[config.mk]
export PLATFORM = sky130hd
export DESIGN_NAME = cb_policy_ctrl
export DESIGN_NICKNAME = d
export VERILOG_FILES = /design/src/rtl/cb_policy_ctrl.sv
export SDC_FILE = /design/constraint.sdc
export NUM_CORES = 1
export LEC_CHECK = 0
export ABC_AREA = 0
export ABC_CLOCK_PERIOD_IN_PS = 3210
export CORE_MARGIN = 1
export CORE_UTILIZATION = 40
export DETAILED_ROUTE_END_ITERATION = 10
export GPL_TIMING_DRIVEN = 0
export PLACE_DENSITY = 0.71
export SLEW_MARGIN = 20
export SYNTH_ARGS = -nofsm -noshare
export SYNTH_HDL_FRONTEND = slang
export SYNTH_SLANG_ARGS = --single-unit
export TNS_END_PERCENT = 20
[constraint.sdc]
create_clock -name clk -period 3.21 [get_ports clk]
set_clock_uncertainty 0.1 [all_clocks]
set_input_delay 0.963 -clock clk [delete_from_list [all_inputs] [get_ports clk]]
set_output_delay 0.963 -clock clk [all_outputs]
set_load 0.05 [all_outputs]
[src/rtl/cb_policy_ctrl.sv]
// Circuit-breaker policy controller: turns ML anomaly verdicts and host overrides
// into registered cb_mode/cb_param/cb_load commands for the order book.
module cb_policy_ctrl #(
  parameter int unsigned CONF_MIN    = 64,
  parameter int unsigned HOLDOFF     = 16,
  parameter int unsigned MAX_REFRESH = 3,
  parameter int unsigned ARM_TIMEOUT = 4
) (
  input  logic       clk,
  input  logic       rst,
  input  logic       i_ml_valid,
  input  logic [1:0] i_ml_class,
  input  logic [7:0] i_ml_conf,
  input  logic       i_book_cb_active,
  input  logic       i_host_override_en,
  input  logic       i_host_load,
  input  logic [1:0] i_host_mode,
  input  logic [7:0] i_host_param,
  output logic [1:0] o_cb_mode,
  output logic [7:0] o_cb_param,
  output logic       o_cb_load,
  output logic [1:0] o_ctrl_state,
  output logic       o_arm_fault,
  output logic [7:0] o_drop_cnt
);

  typedef enum logic [1:0] {
    S_IDLE     = 2'b00,
    S_ARMED    = 2'b01,
    S_ENGAGED  = 2'b10,
    S_COOLDOWN = 2'b11
  } state_t;

  state_t     r_state;
  logic [1:0] r_cb_mode;
  logic [7:0] r_cb_param;
  logic       r_cb_load;
  logic       r_arm_fault;
  logic [7:0] r_drop_cnt;
  logic [1:0] r_cur_sev;
  logic [7:0] r_cur_conf;
  logic [7:0] r_refresh_cnt;
  logic [7:0] r_timer;
  logic [7:0] r_cd_cnt;

  logic w_host;
  logic w_act;
  logic w_low;
  logic w_preempt;
  logic w_refresh;
  logic w_ml_issue;
  logic w_drop;

  // Verdict qualification and per-state issue decision
  always_comb begin
    w_host     = i_host_load & i_host_override_en;
    w_act      = i_ml_valid && (i_ml_class != 2'b00) && (i_ml_conf >= 8'(CONF_MIN));
    w_low      = i_ml_valid && (i_ml_class != 2'b00) && (i_ml_conf < 8'(CONF_MIN));
    w_preempt  = w_act && (i_ml_class > r_cur_sev);
    w_refresh  = w_act && (i_ml_class == r_cur_sev) && (i_ml_conf > r_cur_conf) &&
                 (r_refresh_cnt < 8'(MAX_REFRESH));
    w_ml_issue = 1'b0;
    case (r_state)
      S_IDLE:              w_ml_issue = w_act;
      S_ARMED, S_ENGAGED:  w_ml_issue = w_preempt | w_refresh;
      S_COOLDOWN:          w_ml_issue = w_act && (i_ml_class == 2'b11);
      default:             w_ml_issue = 1'b0;
    endcase
    w_drop = w_low | (w_act & (w_host | ~w_ml_issue));
  end

  // Policy FSM with registered outputs; host override outranks ML verdicts
  always_ff @(posedge clk) begin
    if (rst) begin
      r_state       <= S_IDLE;
      r_cb_mode     <= 2'b00;
      r_cb_param    <= 8'd0;
      r_cb_load     <= 1'b0;
      r_arm_fault   <= 1'b0;
      r_drop_cnt    <= 8'd0;
      r_cur_sev     <= 2'b00;
      r_cur_conf    <= 8'd0;
      r_refresh_cnt <= 8'd0;
      r_timer       <= 8'd0;
      r_cd_cnt      <= 8'd0;
    end else begin
      r_cb_load   <= 1'b0;
      r_arm_fault <= 1'b0;
      if (w_drop && (r_drop_cnt != 8'hFF)) begin
        r_drop_cnt <= r_drop_cnt + 8'd1;
      end
      if (w_host) begin
        r_cb_load     <= 1'b1;
        r_cb_mode     <= i_host_mode;
        r_cb_param    <= i_host_param;
        r_cur_conf    <= i_host_param;
        r_refresh_cnt <= 8'd0;
        r_timer       <= 8'd0;
        r_cur_sev     <= i_host_mode;
        r_state       <= (i_host_mode == 2'b00) ? S_IDLE : S_ARMED;
      end else if (w_ml_issue) begin
        r_cb_load     <= 1'b1;
        r_cb_mode     <= i_ml_class;
        r_cb_param    <= i_ml_conf;
        r_cur_sev     <= i_ml_class;
        r_cur_conf    <= i_ml_conf;
        r_timer       <= 8'd0;
        r_state       <= S_ARMED;
        // Only a same-severity reload inside an engagement consumes refresh budget
        if (((r_state == S_ARMED) || (r_state == S_ENGAGED)) && !w_preempt) begin
          r_refresh_cnt <= r_refresh_cnt + 8'd1;
        end else begin
          r_refresh_cnt <= 8'd0;
        end
      end else begin
        case (r_state)
          S_ARMED: begin
            if (i_book_cb_active) begin
              r_state <= S_ENGAGED;
            end else if (r_timer >= 8'(ARM_TIMEOUT - 1)) begin
              r_arm_fault <= 1'b1;
              r_state     <= S_COOLDOWN;
              r_cd_cnt    <= 8'(HOLDOFF);
            end else begin
              r_timer <= r_timer + 8'd1;
            end
          end
          S_ENGAGED: begin
            if (!i_book_cb_active) begin
              r_state  <= S_COOLDOWN;
              r_cd_cnt <= 8'(HOLDOFF);
            end
          end
          S_COOLDOWN: begin
            if (r_cd_cnt <= 8'd1) begin
              r_cd_cnt  <= 8'd0;
              r_cur_sev <= 2'b00;
              r_state   <= S_IDLE;
            end else begin
              r_cd_cnt <= r_cd_cnt - 8'd1;
            end
          end
          default: ;
        endcase
      end
    end
  end

  assign o_cb_mode    = r_cb_mode;
  assign o_cb_param   = r_cb_param;
  assign o_cb_load    = r_cb_load;
  assign o_ctrl_state = r_state;
  assign o_arm_fault  = r_arm_fault;
  assign o_drop_cnt   = r_drop_cnt;

endmodule

### Word-level counts from Yosys, hierarchy flattened

Index checks and enable logic that the tools add are counted.

| storage, ports and cells | value |
|---|---|
| output and inout bits | 22 |
| register bits | 48 |
| input port bits | 26 |
| logic and storage cells | 96 |

| operators by class | value |
|---|---|
| bitwise operators | 10 |
| mux-type cells | 25 |
| equal/unequal tests | 12 |
| reduce and logical (&&, ||, !) cells | 28 |
| add/subtract/negate cells | 4 |
| magnitude comparators | 7 |

Operators with widths:

| cell | number |
|---|---|
| $mux 8 | 7 |
| $add 8x1->8 const B | 3 |
| $pmux 8 s3 | 1 |
| $mux 2 | 11 |
| $logic_and 1x1->1 | 10 |
| $reduce_bool 3->1 | 3 |
| $ge 8x2->1 const B | 1 |
| $ge 8x7->1 const B | 1 |
| $gt 8x8->1 | 1 |
| $le 8x1->1 const B | 1 |
| $lt 8x2->1 const B | 1 |
| $lt 8x7->1 const B | 1 |
| $ne 4x4->1 const B | 2 |
| $ne 8x8->1 const B | 1 |
| $sub 8x1->8 const B | 1 |
| $eq 2x2->1 const B | 3 |
| $pmux 2 s3 | 1 |
| $reduce_and 6->1 | 1 |
| $ne 5x4->1 const B | 1 |
| $not 1->1 | 5 |
| $reduce_bool 5->1 | 1 |
| $reduce_or 5->1 | 1 |
| $logic_not 2->1 | 2 |
| $mux 1 | 4 |
| other kinds (16) | 22 |

### Depth between registers and ports, before layout

| depth | value |
|---|---|
| word-level depth | 13 |
| depth in mapped cells | 11 |
| depth with buffers taken out | 9 |

### Worst setup path after synthesis

No wires, ideal clock.

| path | value |
|---|---|
| kind | register to register |
| start point | register r_state[1], in the netlist o_ctrl_state[1] |
| end point | register r_refresh_cnt[6] |
| clock period less this slack | 3.459 ns |
| path slack | -0.249 ns |
| cell stages (with the launch flop) | 11 |
| setup time | 0.059 ns |
| path buffers | 1 |
| data required time | 3.051 ns |
| arrival time | 3.300 ns |
| cell sequence | dfxtp_1 -> inv_1 -> ha_1 -> or4b_1 -> or4_1 -> nor4_2 -> o21a_2 -> nor2_2 -> buf_6 -> or4_1 -> nand2_1 |

| between the ends | value |
|---|---|
| word-level cells in the longest chain between the ends | 4 |
| elaborated cells on any way between the ends | 9 |
| those cells by class | eq/ne (3); mux (2); reduce/logical (4) |

RTL lines:

| what | line | text |
|---|---|---|
| from (decl) | 34 | `state_t r_state;` |
| from (signal assigned) | 100 | `r_state <= (i_host_mode == 2'b00) ? S_IDLE : S_ARMED;` |
| parallel branches: the longest is 4 deep, another holds $pmux 1 s3 | -- |  |
| to (signal assigned) | 111 | `r_refresh_cnt <= r_refresh_cnt + 8'd1;` |
| to (decl) | 42 | `logic [7:0] r_refresh_cnt;` |

Several ways; the timed one is not identified.
A chain may end at the register's enable or synchronous reset.

### Worst setup path after layout

| path | value |
|---|---|
| start point | input port i_ml_conf[5] |
| end point | register r_cd_cnt[6] |

| between the ends | value |
|---|---|
| word-level cells in the longest chain between the ends | 9 |
| elaborated cells on any way between the ends | 12 |
| those cells by class | order compare (2); mux (1); bitwise (2); reduce/logical (7) |

RTL lines:

| what | line | text |
|---|---|---|
| from (decl) | 13 | `input logic [7:0] i_ml_conf,` |
| $ge 8x7->1 | 57 | `w_act = i_ml_valid && (i_ml_class != 2'b00) && (i_ml_conf >= 8'(CONF_MIN));` |
| $logic_and 1x1->1 | 57 |  |
| $logic_and 1x1->1 (3 in series) | 60 | `w_refresh = w_act && (i_ml_class == r_cur_sev) && (i_ml_conf > r_cur_conf) &&` |
| $or 1x1->1 | 65 | `S_ARMED, S_ENGAGED: w_ml_issue = w_preempt \| w_refresh;` |
| $pmux 1 s3 * | 63 | `case (r_state)` |
| $not 1->1 (no line) * | -- |  |
| $reduce_and 6->1 (no line) * | -- |  |
| to (signal assigned) | 123 | `r_cd_cnt <= 8'(HOLDOFF);` |
| to (signal assigned) | 131 | `r_cd_cnt <= 8'(HOLDOFF);` |
| to (signal assigned) | 140 | `r_cd_cnt <= r_cd_cnt - 8'd1;` |
| to (decl) | 44 | `logic [7:0] r_cd_cnt;` |

Mark *: on every way between the ends. The rest lies on a longest branch, timed or not.

==> impl.org <==
** STA
- Final period util :: between 90 and 100%
- For the finished layout, the period the worst path requires is 3.152 ns.
- Final setup margin :: 0.05801 ns
- Slew at the pin with the worst max-slew slack :: 0.8745 ns
- Final slew viol count :: 0
- The worst pin sits at a relative slew slack of 40.88%.
- Setup violations remaining at the end of the flow were counted as 0.
- RSZ-0062 raised after global routing :: yes
- The number of failing hold endpoints at the final stage is 0.
- Based on the critical path, the design can be clocked at up to 0.3173 GHz.

** CTS
- Clock transition time at the flip-flop clock pins of the worst setup and hold paths :: 0.09 ns
- CTS saw 48 sinks.
- Clk Latency, worst-skew pair :: 0.30 ns
- After clock tree synthesis, the flow added hold-fix buffers numbering 0.
- Clock root buffer :: sky130_fd_sc_hd__clkbuf_8
- TritonCTS built the clock tree.
- The H-tree was split into 2 levels.
- Buffers inserted during clock tree synthesis total 5.
- The longest clock path from root to sink contains 2 buffers.

** Routing
- For this run, design rule violations remaining after detail routing come to 0.
- Detailed routing inserted a total of 2484 vias.
- Final ANT Viol Nets :: 0
- Routed via count divided by cell count :: ~5.5
- First-pass detailed-route iteration total :: 4
- After detailed routing, the average wire length per cell comes to approximately 15 um.
- The first routing iteration left 124 violations.
- Wires add up to 6614 um.

** Power
- The analysis attributes to net switching a power of 0.5795 mW.
- Across the VDD grid, the largest voltage drop is 0.0003874 V.
- Power Internal :: ~1.1 mW
- Combinational logic is responsible for 34.6% of the overall power.
- Static power due to leakage :: about 1.3 nW
- Sequential power share :: 39.3%
- Of the total power, the share spent switching nets is 34.33%.
- Total power after layout :: around 1.7 mW
- Share of total power in the clock network :: 26.1%
- Dividing total power by cell area gives a power density of between 500 and 600 mW/mm2.

** Worst setup path
- STA classifies the critical path startpoint as an input pin.
- The signal on the critical path passes through clkdlybuf4s50_1, ha_1, nand4_1, nor2_1, nor4_2, o21a_2, or3_4, or4_1, a21oi_1.
- Cell family with most CP delay :: simple AND/OR/NAND/NOR gates
- R2R cell count :: 10
- Critical-path maximum fanout :: 4
- STA puts the critical path data required time at 3.35 ns.
- Crit path largest cell delay :: 0.50 ns
- Crit end category :: register
- The worst register-to-register path has a setup slack of 0.10 ns.
- Together, buffers and inverters on the worst path number 1.
- Among all stages on the critical path, the largest delay is contributed by sky130_fd_sc_hd__or4_1.
- The critical path crosses 9 cells after its start point.
- Data arrives at the worst endpoint at 3.29 ns.
- The critical path is of the input pin to register type.

** Global routing
- Combined global-route utilization of all metal layers :: 20.43%
- GR Util met1 :: 27.28%
- For this run, global-route usage on met3 was measured as under 10%.
- Via count of the first global-routing pass :: 2290
- Largest net degree at the start of global routing :: 15
- Initial antenna violation count :: 0
- GRT met2 Usage :: about 34%
- In this run the most used layer during global routing was met2.
- Grt ovf :: 0
- The first global-routing pass estimated 10640 um of wire.

** Logic synthesis
- Post-synthesis mux area share :: 1.569%
- Share of synthesized flip-flops with an asynchronous set or reset :: 0%
- Instance count of the mapped netlist :: between 300 and 400
- Share of the synthesized area in compound gates (AO/OA/AOI/OAI) :: 19.12%
- In the synthesized netlist the dominant register cell turns out to be sky130_fd_sc_hd__dfxtp_1.
- Combinational family with the most area after synthesis :: simple AND/OR/NAND/NOR gates
- Yosys warning count :: 0
- Sequential area share after synthesis :: 37.65%
- Flip-flop and latch count after synthesis :: 48
- Dividing the synthesized area by the synthesized cell count gives approximately 8 um2.
- Count of flip-flops with a built-in enable after synthesis :: 0
- Summing every instance area after synthesis gives approximately 0.0026 mm2.
- Number of distinct library cells after synthesis :: 44
- Summing the areas of all fa, ha and maj instances in the mapped netlist gives approximately a tenth of the synthesized area.
- Fraction of synthesized cell area in xor and xnor cells :: ~2.4%
- When the netlist entered floorplanning its net count stood at 360.
- Of the total synthesized cell area, the portion taken by AND, OR, NAND and NOR gates is 25.64%.

** Die
- In this run the count of I/O pins placed on the die edge is 48.
- Die Outline Area :: 0.006704 mm2
- Core region area :: between 0.006 and 0.007 mm2
- Row Count :: 28
- Height of the chip :: 81.88 um
- Initial Util :: 42.36%
- Horiz. Die Dim :: around 80 um

** Place
- Final RePlAce weighted congestion :: 0.8967
- Port Buffers :: 46
- At the placement stage, the worst setup path has a slack of -0.6739 ns.
- Placed wire-length estimate after detailed placement :: 4762 um

** Run
- Max-cap violations in this run came to 0.

** Outcome
- Result of the run :: finished clean

** Final layout
- Relative to the synthesized area, the layout overhead comes to 32.25%.
- Highest-count cells in the layout ignoring fill and taps :: sky130_fd_sc_hd__dfxtp_1 (46), sky130_fd_sc_hd__clkdlybuf4s50_1 (41), sky130_fd_sc_hd__nand2_1 (39)
- Summing all flip-flop and latch instances after layout gives about 970 um2.
- The number of antenna diodes in the final layout is 0.
- Cells with a size suffix above 1 make up between 10% and 20% of the layout.
- In the final design database the tool counted 424 nets.
- Most common library cell in the layout ignoring fill and taps :: sky130_fd_sc_hd__dfxtp_1
- Total of fill cells in the finished design :: between 500 and 600
- The multi-input combinational cells in the finished layout cover a total of 0.001559 mm2.

** Hold path
- Counting instances, the worst hold path has a depth of 1.
- HP Class :: register to register
layer usage:
layer	part of all wire, %	up-vias	wire length (um)
met5	0	-	0
met4	1.6	0	104
met3	4.9	9	327
met2	46	62	3063
met1	47	1154	3120
li1	-	1259	-
sequential cells by signal (all words and copies together), names as in the netlist, 2 cells and up:
| name | cells |
|---|---|
| o_drop_cnt | 8 |
| r_cur_sev | 2 |
| r_timer | 8 |
| o_cb_mode | 2 |
| r_cd_cnt | 8 |
| r_refresh_cnt | 8 |
| r_cur_conf | 8 |
| o_ctrl_state | 2 |
final timing paths:
check,from,endpoint
worst min-delay path,r_timer[7],r_timer[7]
worst min register to register,r_timer[7],r_timer[7]
worst max-delay path,i_ml_conf[5],r_cd_cnt[6]
worst max register to register,o_ctrl_state[0],r_refresh_cnt[6]
logic make-up after synthesis:
logic type	Yosys count
buffers and inverters	27
adders and majority gates	19
DFF	48
AOI/OAI and AO/OA	81
muxes	4
and+or+nand+nor	129
xor gates and xnor gates	7
cells in the mapped netlist (2+ instances only):
library cell | number | area share, %
sky130_fd_sc_hd__nor2b_1 | 3 | 0.74
sky130_fd_sc_hd__clkbuf_1 | 7 | 1.0
sky130_fd_sc_hd__nor3_1 | 8 | 1.6
sky130_fd_sc_hd__or4b_1 | 2 | 0.78
sky130_fd_sc_hd__nor4_1 | 2 | 0.49
sky130_fd_sc_hd__a21o_1 | 2 | 0.59
sky130_fd_sc_hd__nor2_1 | 21 | 3.1
sky130_fd_sc_hd__and2_1 | 9 | 2.2
sky130_fd_sc_hd__o21a_1 | 3 | 0.88
sky130_fd_sc_hd__mux2i_1 | 4 | 1.6
sky130_fd_sc_hd__a311oi_1 | 2 | 0.69
sky130_fd_sc_hd__xor2_1 | 4 | 1.4
sky130_fd_sc_hd__nand3_1 | 14 | 2.7
sky130_fd_sc_hd__nand2b_1 | 3 | 0.74
sky130_fd_sc_hd__and3_1 | 3 | 0.74
sky130_fd_sc_hd__o31ai_1 | 2 | 0.59
sky130_fd_sc_hd__inv_1 | 18 | 2.6
sky130_fd_sc_hd__o221ai_1 | 2 | 0.69
sky130_fd_sc_hd__or4_1 | 4 | 1.2
sky130_fd_sc_hd__o211ai_1 | 4 | 1.2
sky130_fd_sc_hd__or3_1 | 7 | 1.7
sky130_fd_sc_hd__o21ai_0 | 18 | 3.5
sky130_fd_sc_hd__a21oi_1 | 30 | 5.9
sky130_fd_sc_hd__xnor2_1 | 3 | 1.0
sky130_fd_sc_hd__ha_1 | 19 | 9.3
sky130_fd_sc_hd__nand2_1 | 40 | 5.9
sky130_fd_sc_hd__a31oi_1 | 12 | 2.9
sky130_fd_sc_hd__dfxtp_1 | 48 | 38
sky130_fd_sc_hd__or2_2 | 3 | 0.74
sky130_fd_sc_hd__nand4_1 | 4 | 0.98
layout make-up:
type                            instances  share of cell area (%)
Clock inverter                          2                   1.038
Timing Repair Buffer                   58                   15.90
Clock buffer                            6                   2.150
Tap cell                               75                   2.780
Multi-Input combinational cell        240                   46.18
Sequential cell                        48                   28.69
Buffer                                  8                   1.260
Inverter                               18                   2.001
power by group through the flow:
stage	combinational [mW]	sequential, mW	clock (mW)
6_report	0.585	0.663	0.441
2_1_floorplan	0.255	0.756	0
3_5_place_dp	0.488	0.679	0
3_3_place_gp	0.482	0.678	0
5_1_grt	0.637	0.667	0.477
4_1_cts	0.519	0.665	0.444
through the flow:
step / area [um2] / util [%] / instances / setup TNS (ns) / hold WS [ns]
after global placement: 3112 / 51.64 / 436 / -20.55 / 0.3427
after CTS: 3284 / 54.51 / 448 / 0 / 0.3730
after detailed placement: 3112 / 51.64 / 436 / -21.97 / 0.3464
after global routing: 3376 / 56.02 / 455 / -0.06916 / 0.3906
after floorplan: 2557 / - / 315 / 0 / 0.3302
final: 3376 / 56.02 / 455 / 0 / 0.3694
repair_timing:
action | 4_1_cts | 5_1_grt
resized for setup | 13 | 13
endpoints found under the setup margin | 43 | 17
pin swaps | 9 | 3
setup buffers | 5 | 7
No activity file was read; power rests on OpenSTA's default activity.
